$ cat src/rtl/pifo_pkg.sv
// Shared definitions for the calendar PIFO: element layout, field positions and helpers.
package pifo_pkg;

  localparam int unsigned VALID_BIT = 31;
  localparam int unsigned OVF_BIT   = 30;
  localparam int unsigned RANK_MSB  = 29;
  localparam int unsigned RANK_LSB  = 12;
  localparam int unsigned ADDR_MSB  = 11;
  localparam int unsigned ADDR_LSB  = 0;

  localparam int unsigned ELEM_W = VALID_BIT + 1;
  localparam int unsigned RANK_W = RANK_MSB - RANK_LSB + 1;
  localparam int unsigned ADDR_W = ADDR_MSB - ADDR_LSB + 1;

  typedef struct packed {
    logic              valid;
    logic              ovf;
    logic [RANK_W-1:0] rank;
    logic [ADDR_W-1:0] addr;
  } pifo_elem_t;

  function automatic pifo_elem_t make_element(
    input logic              valid,
    input logic              ovf,
    input logic [RANK_W-1:0] rank,
    input logic [ADDR_W-1:0] addr
  );
    pifo_elem_t e;
    e.valid = valid;
    e.ovf   = ovf;
    e.rank  = rank;
    e.addr  = addr;
    return e;
  endfunction

  function automatic logic [RANK_W-1:0] get_rank(input logic [ELEM_W-1:0] e);
    return e[RANK_MSB:RANK_LSB];
  endfunction

endpackage

$ cat src/rtl/pifo_deq_reg.sv
// Registered dequeue output with valid/ready hold; loads a new element whenever the array pops.
module pifo_deq_reg
  import pifo_pkg::*;
(
  input  logic       clk,
  input  logic       rstn,
  input  logic       load,
  input  pifo_elem_t load_elem,
  input  logic       m_ready,
  output logic       m_valid,
  output pifo_elem_t m_elem,
  output logic       can_load_c
);

  pifo_elem_t out_q, out_d;
  logic       out_valid_q, out_valid_d;

  // A pop overrides the consume; element stays put while valid and not ready.
  always_comb begin
    out_d       = out_q;
    out_valid_d = out_valid_q;
    if (load) begin
      out_d       = load_elem;
      out_valid_d = 1'b1;
    end else if (out_valid_q && m_ready) begin
      out_valid_d = 1'b0;
    end
  end

  always_ff @(posedge clk) begin
    if (!rstn) begin
      out_q       <= '0;
      out_valid_q <= 1'b0;
    end else begin
      out_q       <= out_d;
      out_valid_q <= out_valid_d;
    end
  end

  assign m_valid    = out_valid_q;
  assign m_elem     = out_q;
  assign can_load_c = !out_valid_q || m_ready;

endmodule

$ cat src/rtl/pifo_calendar_ctrl.sv
// Front-end controller for the calendar PIFO atom array: stages enqueues with their wrap bit,
// drives shared insert/pop controls and pulls the head element into the dequeue port.
module pifo_calendar_ctrl
  import pifo_pkg::*;
#(
  parameter int unsigned DEPTH         = 16,
  parameter int unsigned ELEMENT_WIDTH = 32,
  parameter int unsigned RANK_WIDTH    = 18,
  parameter int unsigned ADDR_WIDTH    = 12,
  parameter int unsigned CNT_WIDTH     = 5
) (
  input  logic                     clk,
  input  logic                     rstn,
  input  logic                     s_enq_valid,
  output logic                     s_enq_ready,
  input  logic [RANK_WIDTH-1:0]    s_enq_rank,
  input  logic [ADDR_WIDTH-1:0]    s_enq_addr,
  output logic                     m_deq_valid,
  input  logic                     m_deq_ready,
  output logic [ELEMENT_WIDTH-1:0] m_deq_element,
  output logic [ELEMENT_WIDTH-1:0] out_pifo_input,
  output logic                     out_ctl_insert,
  output logic                     out_ctl_pop,
  output logic                     out_global_overflow_bit,
  input  logic [ELEMENT_WIDTH-1:0] in_pifo_head,
  output logic [CNT_WIDTH-1:0]     out_count
);

  pifo_elem_t            stage_q, stage_d;
  logic                  stage_valid_q, stage_valid_d;
  logic [CNT_WIDTH-1:0]  arr_count_q, arr_count_d;
  logic                  global_ovf_q, global_ovf_d;
  logic [RANK_WIDTH-1:0] last_rank_q, last_rank_d;

  logic [CNT_WIDTH-1:0]  occupancy_c;
  logic [ELEM_W-1:0]     head_c;
  logic                  enq_accept_c;
  logic                  enq_ovf_c;
  logic                  pop_c;
  logic                  deq_can_load_c;
  pifo_elem_t            deq_elem;

  assign head_c       = ELEM_W'(in_pifo_head);
  assign occupancy_c  = arr_count_q + CNT_WIDTH'(stage_valid_q);
  assign s_enq_ready  = occupancy_c < CNT_WIDTH'(DEPTH);
  assign enq_accept_c = s_enq_valid && s_enq_ready;
  // A rank below the last dequeued one has wrapped into the next calendar epoch.
  assign enq_ovf_c    = (s_enq_rank < last_rank_q) ? ~global_ovf_q : global_ovf_q;
  assign pop_c        = (arr_count_q != '0) && deq_can_load_c;

  always_comb begin
    stage_d       = '0;
    stage_valid_d = 1'b0;
    arr_count_d   = arr_count_q;
    global_ovf_d  = global_ovf_q;
    last_rank_d   = last_rank_q;

    if (enq_accept_c) begin
      stage_valid_d = 1'b1;
      stage_d       = make_element(1'b1, enq_ovf_c, RANK_W'(s_enq_rank), ADDR_W'(s_enq_addr));
    end

    if (pop_c) begin
      global_ovf_d = head_c[OVF_BIT];
      last_rank_d  = RANK_WIDTH'(get_rank(head_c));
    end

    // Staged element always inserts; simultaneous insert and pop cancel out.
    case ({stage_valid_q, pop_c})
      2'b10:   arr_count_d = arr_count_q + CNT_WIDTH'(1);
      2'b01:   arr_count_d = arr_count_q - CNT_WIDTH'(1);
      default: arr_count_d = arr_count_q;
    endcase
  end

  always_ff @(posedge clk) begin
    if (!rstn) begin
      stage_q       <= '0;
      stage_valid_q <= 1'b0;
      arr_count_q   <= '0;
      global_ovf_q  <= 1'b0;
      last_rank_q   <= '0;
    end else begin
      stage_q       <= stage_d;
      stage_valid_q <= stage_valid_d;
      arr_count_q   <= arr_count_d;
      global_ovf_q  <= global_ovf_d;
      last_rank_q   <= last_rank_d;
    end
  end

  pifo_deq_reg u_deq_reg (
    .clk        (clk),
    .rstn       (rstn),
    .load       (pop_c),
    .load_elem  (pifo_elem_t'(head_c)),
    .m_ready    (m_deq_ready),
    .m_valid    (m_deq_valid),
    .m_elem     (deq_elem),
    .can_load_c (deq_can_load_c)
  );

  assign m_deq_element           = ELEMENT_WIDTH'(deq_elem);
  assign out_pifo_input          = ELEMENT_WIDTH'(stage_q);
  assign out_ctl_insert          = stage_valid_q;
  assign out_ctl_pop             = pop_c;
  assign out_global_overflow_bit = global_ovf_q;
  assign out_count               = occupancy_c;

  // A non-empty array must present a valid head element.
  a_head_valid: assert property (@(posedge clk) disable iff (!rstn)
    (arr_count_q != '0) |-> in_pifo_head[VALID_BIT]);

endmodule

$ cat config.mk
export PLATFORM = sky130hd
export DESIGN_NAME = pifo_calendar_ctrl
export DESIGN_NICKNAME = d
export VERILOG_FILES = /design/src/rtl/pifo_pkg.sv /design/src/rtl/pifo_deq_reg.sv /design/src/rtl/pifo_calendar_ctrl.sv
export SDC_FILE = /design/constraint.sdc
export NUM_CORES = 1
export LEC_CHECK = 0
export ABC_AREA = 1
export BUFFER_PORTS_ARGS = -buffer_cell sky130_fd_sc_hd__buf_2
export CAP_MARGIN = 40
export CORE_MARGIN = 2
export CORE_UTILIZATION = 45
export CTS_CLUSTER_SIZE = 12
export DETAILED_ROUTE_END_ITERATION = 6
export GPL_TIMING_DRIVEN = 1
export HOLD_SLACK_MARGIN = 0.1
export PLACE_DENSITY = 0.86
export SLEW_MARGIN = 0
export SYNTH_ARGS = -nofsm -noshare
export SYNTH_HDL_FRONTEND = slang
export SYNTH_SLANG_ARGS = --single-unit
$ cat constraint.sdc
create_clock -name clk -period 3 [get_ports clk]
set_input_delay 0.15 -clock clk [delete_from_list [all_inputs] [get_ports clk]]
set_output_delay 0.15 -clock clk [all_outputs]
set_load 0.02 [all_outputs]
==> run metrics, run 1 <==
measured slew at the worst slew-check pin=around 560 ps; synthesized cell area=3030 um^2; GRT Residual Overflow=0; pwr dens=about 880 nW/um^2; First-pass DRT Iterations=4; ranking of synthesized cells by area=dfxtp_1 46%, ha_1 9.5%, inv_1 8.7%; Post-DRT Antenna Nets=0; internal cell power=2.19 mW; Flop pwr share=34.3%; sequential area share after synthesis=46.3%; Worst Hold Class=in -> reg; layout cells sized above 1=28.9%; vias in the first global route=2992; Psw=1.67 mW; synth cell count leaders=70 x dfxtp_1, 70 x inv_1, 70 x nor2_1; largest area contributor in the netlist=dfxtp_1; Final Slew Violations=0; CP startpoint kind=flip-flop; Longest Clk Path Bufs=2; initial DRC count=128; GPL Wtd Cong=between 0.8 and 0.9; Worst-path clk slew=70 ps; num rows=29; Fillers=510; drc violations=0; Post-Synthesis Cells=roughly 380; slowest CP cell=dfxtp_1; grt met3 use=4.72%; area grow syn2layout=44.3%; M2 GR Usage=42.1%; Hold Buf Count CTS=49; Clk pwr share=18.8%; highest clock rate=between 0.4 and 0.5 GHz; die height=86.0 um; CP Data Required Time=3250 ps; latest clock arrival within the worst-skew pair=between 300 and 400 ps; dpl cells=584; RSZ-0062 raised after global routing=no; number of distinct library cells after synthesis=25; post-detail-place hpwl=5.51 mm; Tot GR Track Use=22.8%; Non-Filler Instances=648; Tcrit/Tclk final=about 82%; min Tclk post-route=2450 ps; wire per inst=between 10 and 15 um; htree depth=3; ANT cells=0; Sw Share=43.3%; CP top delay family=simple AND/OR/NAND/NOR gates; Setup violations, final=0; top_reg_cell synth=dfxtp_1; Ports=140; global route hottest layer=met2; via count=roughly 3100; Final Hold Vio Count=0; cells along the critical path=nor3_2 > nand3_1 > nand2_4 > inv_2 > ha_1 > xor2_1 > ha_1 > inv_1 > nand2_1 > nand3_1 > nand2_1 > nand2_1 > nand2_1 > nand2_1 > a21oi_1; setup bufs post-CTS=0; standby leakage power=2.42 nW; slowest cell delay on critical path=between 500 and 600 ps; asr flop ratio synth=0%; die area=approximately 7400 um^2; Crit Path Category=reg -> reg; CTS tree=done; cell mode on critical path=nand2_1; Yosys Warn Count=0; MaxCap Viol Count=0; core box area=6420 um^2; final wirelength=8.28 mm; met1 usage=25.4%; Worst slew margin=between 60% and 70%; Mapped Nets=roughly 470; Critical Path Fanout Max=18; # port buffers=139; skew final=9.59 ps; Post-synth EDFFs=0; Root Driver=clkbuf_8; largest net degree at the start of global routing=51; Worst IR Drop VDD=0.000985 V; Die W=86.0 um; Worst setup EP type=flip-flop; post-synth top area share=46.3%; global-route wire length before repair=13.5 mm; synthesized flop and latch total=70; DR vias/cell=between 4 and 5; Comb pwr share=a little under half; initial antenna violation count=0; status=finished, final reports clean; Initial Utilization=a little under half; Syn Area/Cell=7.91 um^2; CP bufs+invs=2; CTS Buf Count=9; # nets final=~660; setup TNS=0 ps; Clock Sinks=70; CP arrival=2700 ps; Post-CTS Resized=0
-- power by group through the flow --
stage / Clock (mW) / Combinational, mW / Sequential (mW)
2_1_floorplan: 0 / 1.09 / 1.58
3_3_place_gp: 0 / 1.67 / 1.33
3_5_place_dp: 0 / 1.75 / 1.34
4_1_cts: 0.741 / 1.80 / 1.32
5_1_grt: 0.783 / 2.04 / 1.35
6_report: 0.727 / 1.81 / 1.32
-- placed cells by master, fill, tap and decap left out, types with 5 or more instances in the layout --
cell type	instances
nor2_1	70
clkbuf_8	10
xor2_1	5
inv_1	70
o21ai_1	7
dfxtp_1	70
ha_1	23
o21ai_0	29
buf_2	139
nand2_1	44
nand3_1	7
a21oi_1	27
dlygate4sd3_1	49
-- through the flow --
stage,setup WS [ps],hold WS [ps],utilization [%],power [mW],area [um^2]
global placement,763,364,57.5,3.00,3690
CTS,594,100,68.0,3.87,4370
detailed placement,633,369,57.5,3.09,3690
floorplan,870,262,-,2.67,3030
finish,553,114,68.0,3.86,4370
global route,384,109,68.0,4.17,4370
-- routing by layer --
metal | up-vias | wire [um]
li1 | 1534 | -
met1 | 1401 | 3200
met2 | 128 | 4380
met3 | 14 | 579
met4 | 0 | 129
met5 | - | 0
-- cell type report --
cell class / count / area, um^2 / share of cell area (%)
repair buffers: 189 / 1190 / 27.3
inverters: 73 / 274 / 6.27
clock buffers: 10 / 138 / 3.15
clock inverters: 5 / 50.0 / 1.15
flip-flops and latches: 70 / 1400 / 32.1
multi-input cells: 224 / 1220 / 27.9
well taps: 77 / 96.3 / 2.20
-- worst min-delay path, cell delays in order --
cell and delay (ps):
buf_2 80, o21ai_0 70, nor2_1 100
-- state kept, by name, summed over array words and instances (netlist names) --
| signal | flops |
|---|---|
| arr_count_q | 5 |
| out_pifo_input | 32 |
| u_deq_reg.m_elem | 32 |
| u_deq_reg.m_valid | 1 |
-- logic make-up after synthesis --
group | synth area share, %
adders and majority gates | 9.50
buffers and inverters | 13.5
and+or+nand+nor | 17.3
AOI/OAI and AO/OA | 11.4
DFF | 46.3
xor gates and xnor gates | 1.98
-- final timing paths --
path                            slack (ps)  cells after the start              endpoint            startpoint
worst min-delay path                   110                      3   u_deq_reg.m_elem[6]       in_pifo_head[6]
worst max-delay path                   550                     15        arr_count_q[4]        arr_count_q[2]
worst min register to register         480                      2  u_deq_reg.m_elem[26]  u_deq_reg.m_elem[26]
worst max register to register         550                     15        arr_count_q[4]        arr_count_q[2]
Power figures use the tool's default switching activity.
==> inputs of run 2 (changes only) <==
CORE_UTILIZATION = 42   (was 45)
PLACE_DENSITY = 0.85   (was 0.86)
clock period = 2.2 ns   (was 3 ns; I/O delays follow)
==> run metrics, run 2 (same netlist as run 1, synthesis figures left out) <==
initial antenna violation count=1; Die W=between 80 and 90 um; latest clock arrival within the worst-skew pair=330 ps; design area=4560 um^2; hold wc startpoint=m_deq_ready; GPL Wtd Cong=between 0.7 and 0.8; final wirelength=8.87 mm; Root Driver=clkbuf_8; Ports=140; DP Area=3750 um^2; CTS Buf Count=9; MaxCap Viol Count=0; CTS tree=done; post-detail-place hpwl=~5.5 mm; Critical Path Fanout Max=5; largest net degree at the start of global routing=51; pwr dens=1150 nW/um^2; commonest non-fill, non-tap cell in the layout=buf_2; wire per inst=12.9 um; layout cells sized above 1=28.8%; vias in the first global route=3223; commonest non-fill, non-tap cells in the layout=139 x buf_2, 70 x inv_1, 70 x nor2_1, 69 x dfxtp_1, 64 x dlygate4sd3_1; DR vias/cell=4.51; CP arrival=around 2300 ps; measured slew at the worst slew-check pin=521 ps; skew final=9.65 ps; First-pass DRT Iterations=5; Post-DRT Antenna Nets=0; die height=88.9 um; highest clock rate=roughly 0.5 GHz; Worst setup EP type=flip-flop; standby leakage power=2.49 nW; via count=3106; htree depth=3; Worst slew margin=about two thirds; Final Slew Violations=0; # port buffers=139; Setup violations, final=0; final hold slack=132 ps; Non-Filler Instances=688; dpl cells=607; Tot GR Track Use=23.0%; die area=7910 um^2; global-route wire length before repair=~14 mm; Crit Path Category=reg -> reg; R2R setup slack=a little over 200 ps; GRT Residual Overflow=0; Final Power=5.26 mW; CP startpoint kind=flip-flop; Worst Setup SP=arr_count_q[4]; RR Startpoint=arr_count_q[4]; core box area=6870 um^2; Longest Clk Path Bufs=2; status=finished, final reports clean; Worst IR Drop VDD=0.000690 V; initial DRC count=64; num rows=30; Initial Utilization=44.1%; # nets final=675; Worst-path clk slew=about 70 ps; Final Hold Vio Count=0; Worst Hold Class=in -> reg; drc violations=0; Clock Sinks=70; Tcrit/Tclk final=90.6%; area grow syn2layout=50.6%; CP Data Required Time=2470 ps; min Tclk post-route=1990 ps
## run 2: stage by stage
step	TNS, ps	setup WS, ps	utilization, %
global route	-0.571	-0.571	66.4
detailed placement	0	184	54.5
finish	0	207	66.4
floorplan	0	69.7	-
CTS	0	162	66.3
global placement	0	323	54.5
## run 2: area by class of cell
cell class	count	area, um^2
antenna	1	2.50
clock buffer	12	145
clock inverter	4	22.5
fill	556	2310
inverter	73	274
multi-input combinational	224	1220
sequential	70	1400
tap	96	120
timing repair buffer	208	1370
## run 2: what timing repair did
action / 4_1_cts / 5_1_grt
hold endpoints to repair: 63 / 0
setup buffers: 0 / 0
gates resized for setup: 0 / 2
hold buffers: 64 / 0
endpoints found under the setup margin: 0 / 1
## run 2: metal layers
layer / wire length, um / up-vias / global-route usage [%]
met1: 3440 / 1396 / 23.1
met3: 576 / 18 / 4.80
li1: - / 1573 / -
met5: 0 / - / 0
met2: 4690 / 119 / 45.3
met4: 168 / 0 / 10.1
## run 2: power breakdown
part	switching, mW	leakage (nW)	internal, mW
Clock	0.450	0.0861	0.435
Combinational	1.67	1.82	0.911
Sequential	0.196	0.579	1.60
## run 2: path summary, 6_finish.rpt
check	endpoint	depth (start not counted)
max	arr_count_q[4]	15
min	u_deq_reg.m_valid	4
min reg2reg	u_deq_reg.m_elem[24]	2
max reg2reg	arr_count_q[4]	15
## run 2: worst max-delay path: stages (launching register included)
cell	delay, ps
dfxtp_1	370
inv_1	100
nand3_1	150
nand2_4	60
inv_2	60
ha_2	230
xor2_1	220
ha_1	180
inv_1	40
nand2_1	100
nand3_1	110
nand2_1	80
nand2_1	50
nand2_1	50
nand2_1	40
a21oi_1	110
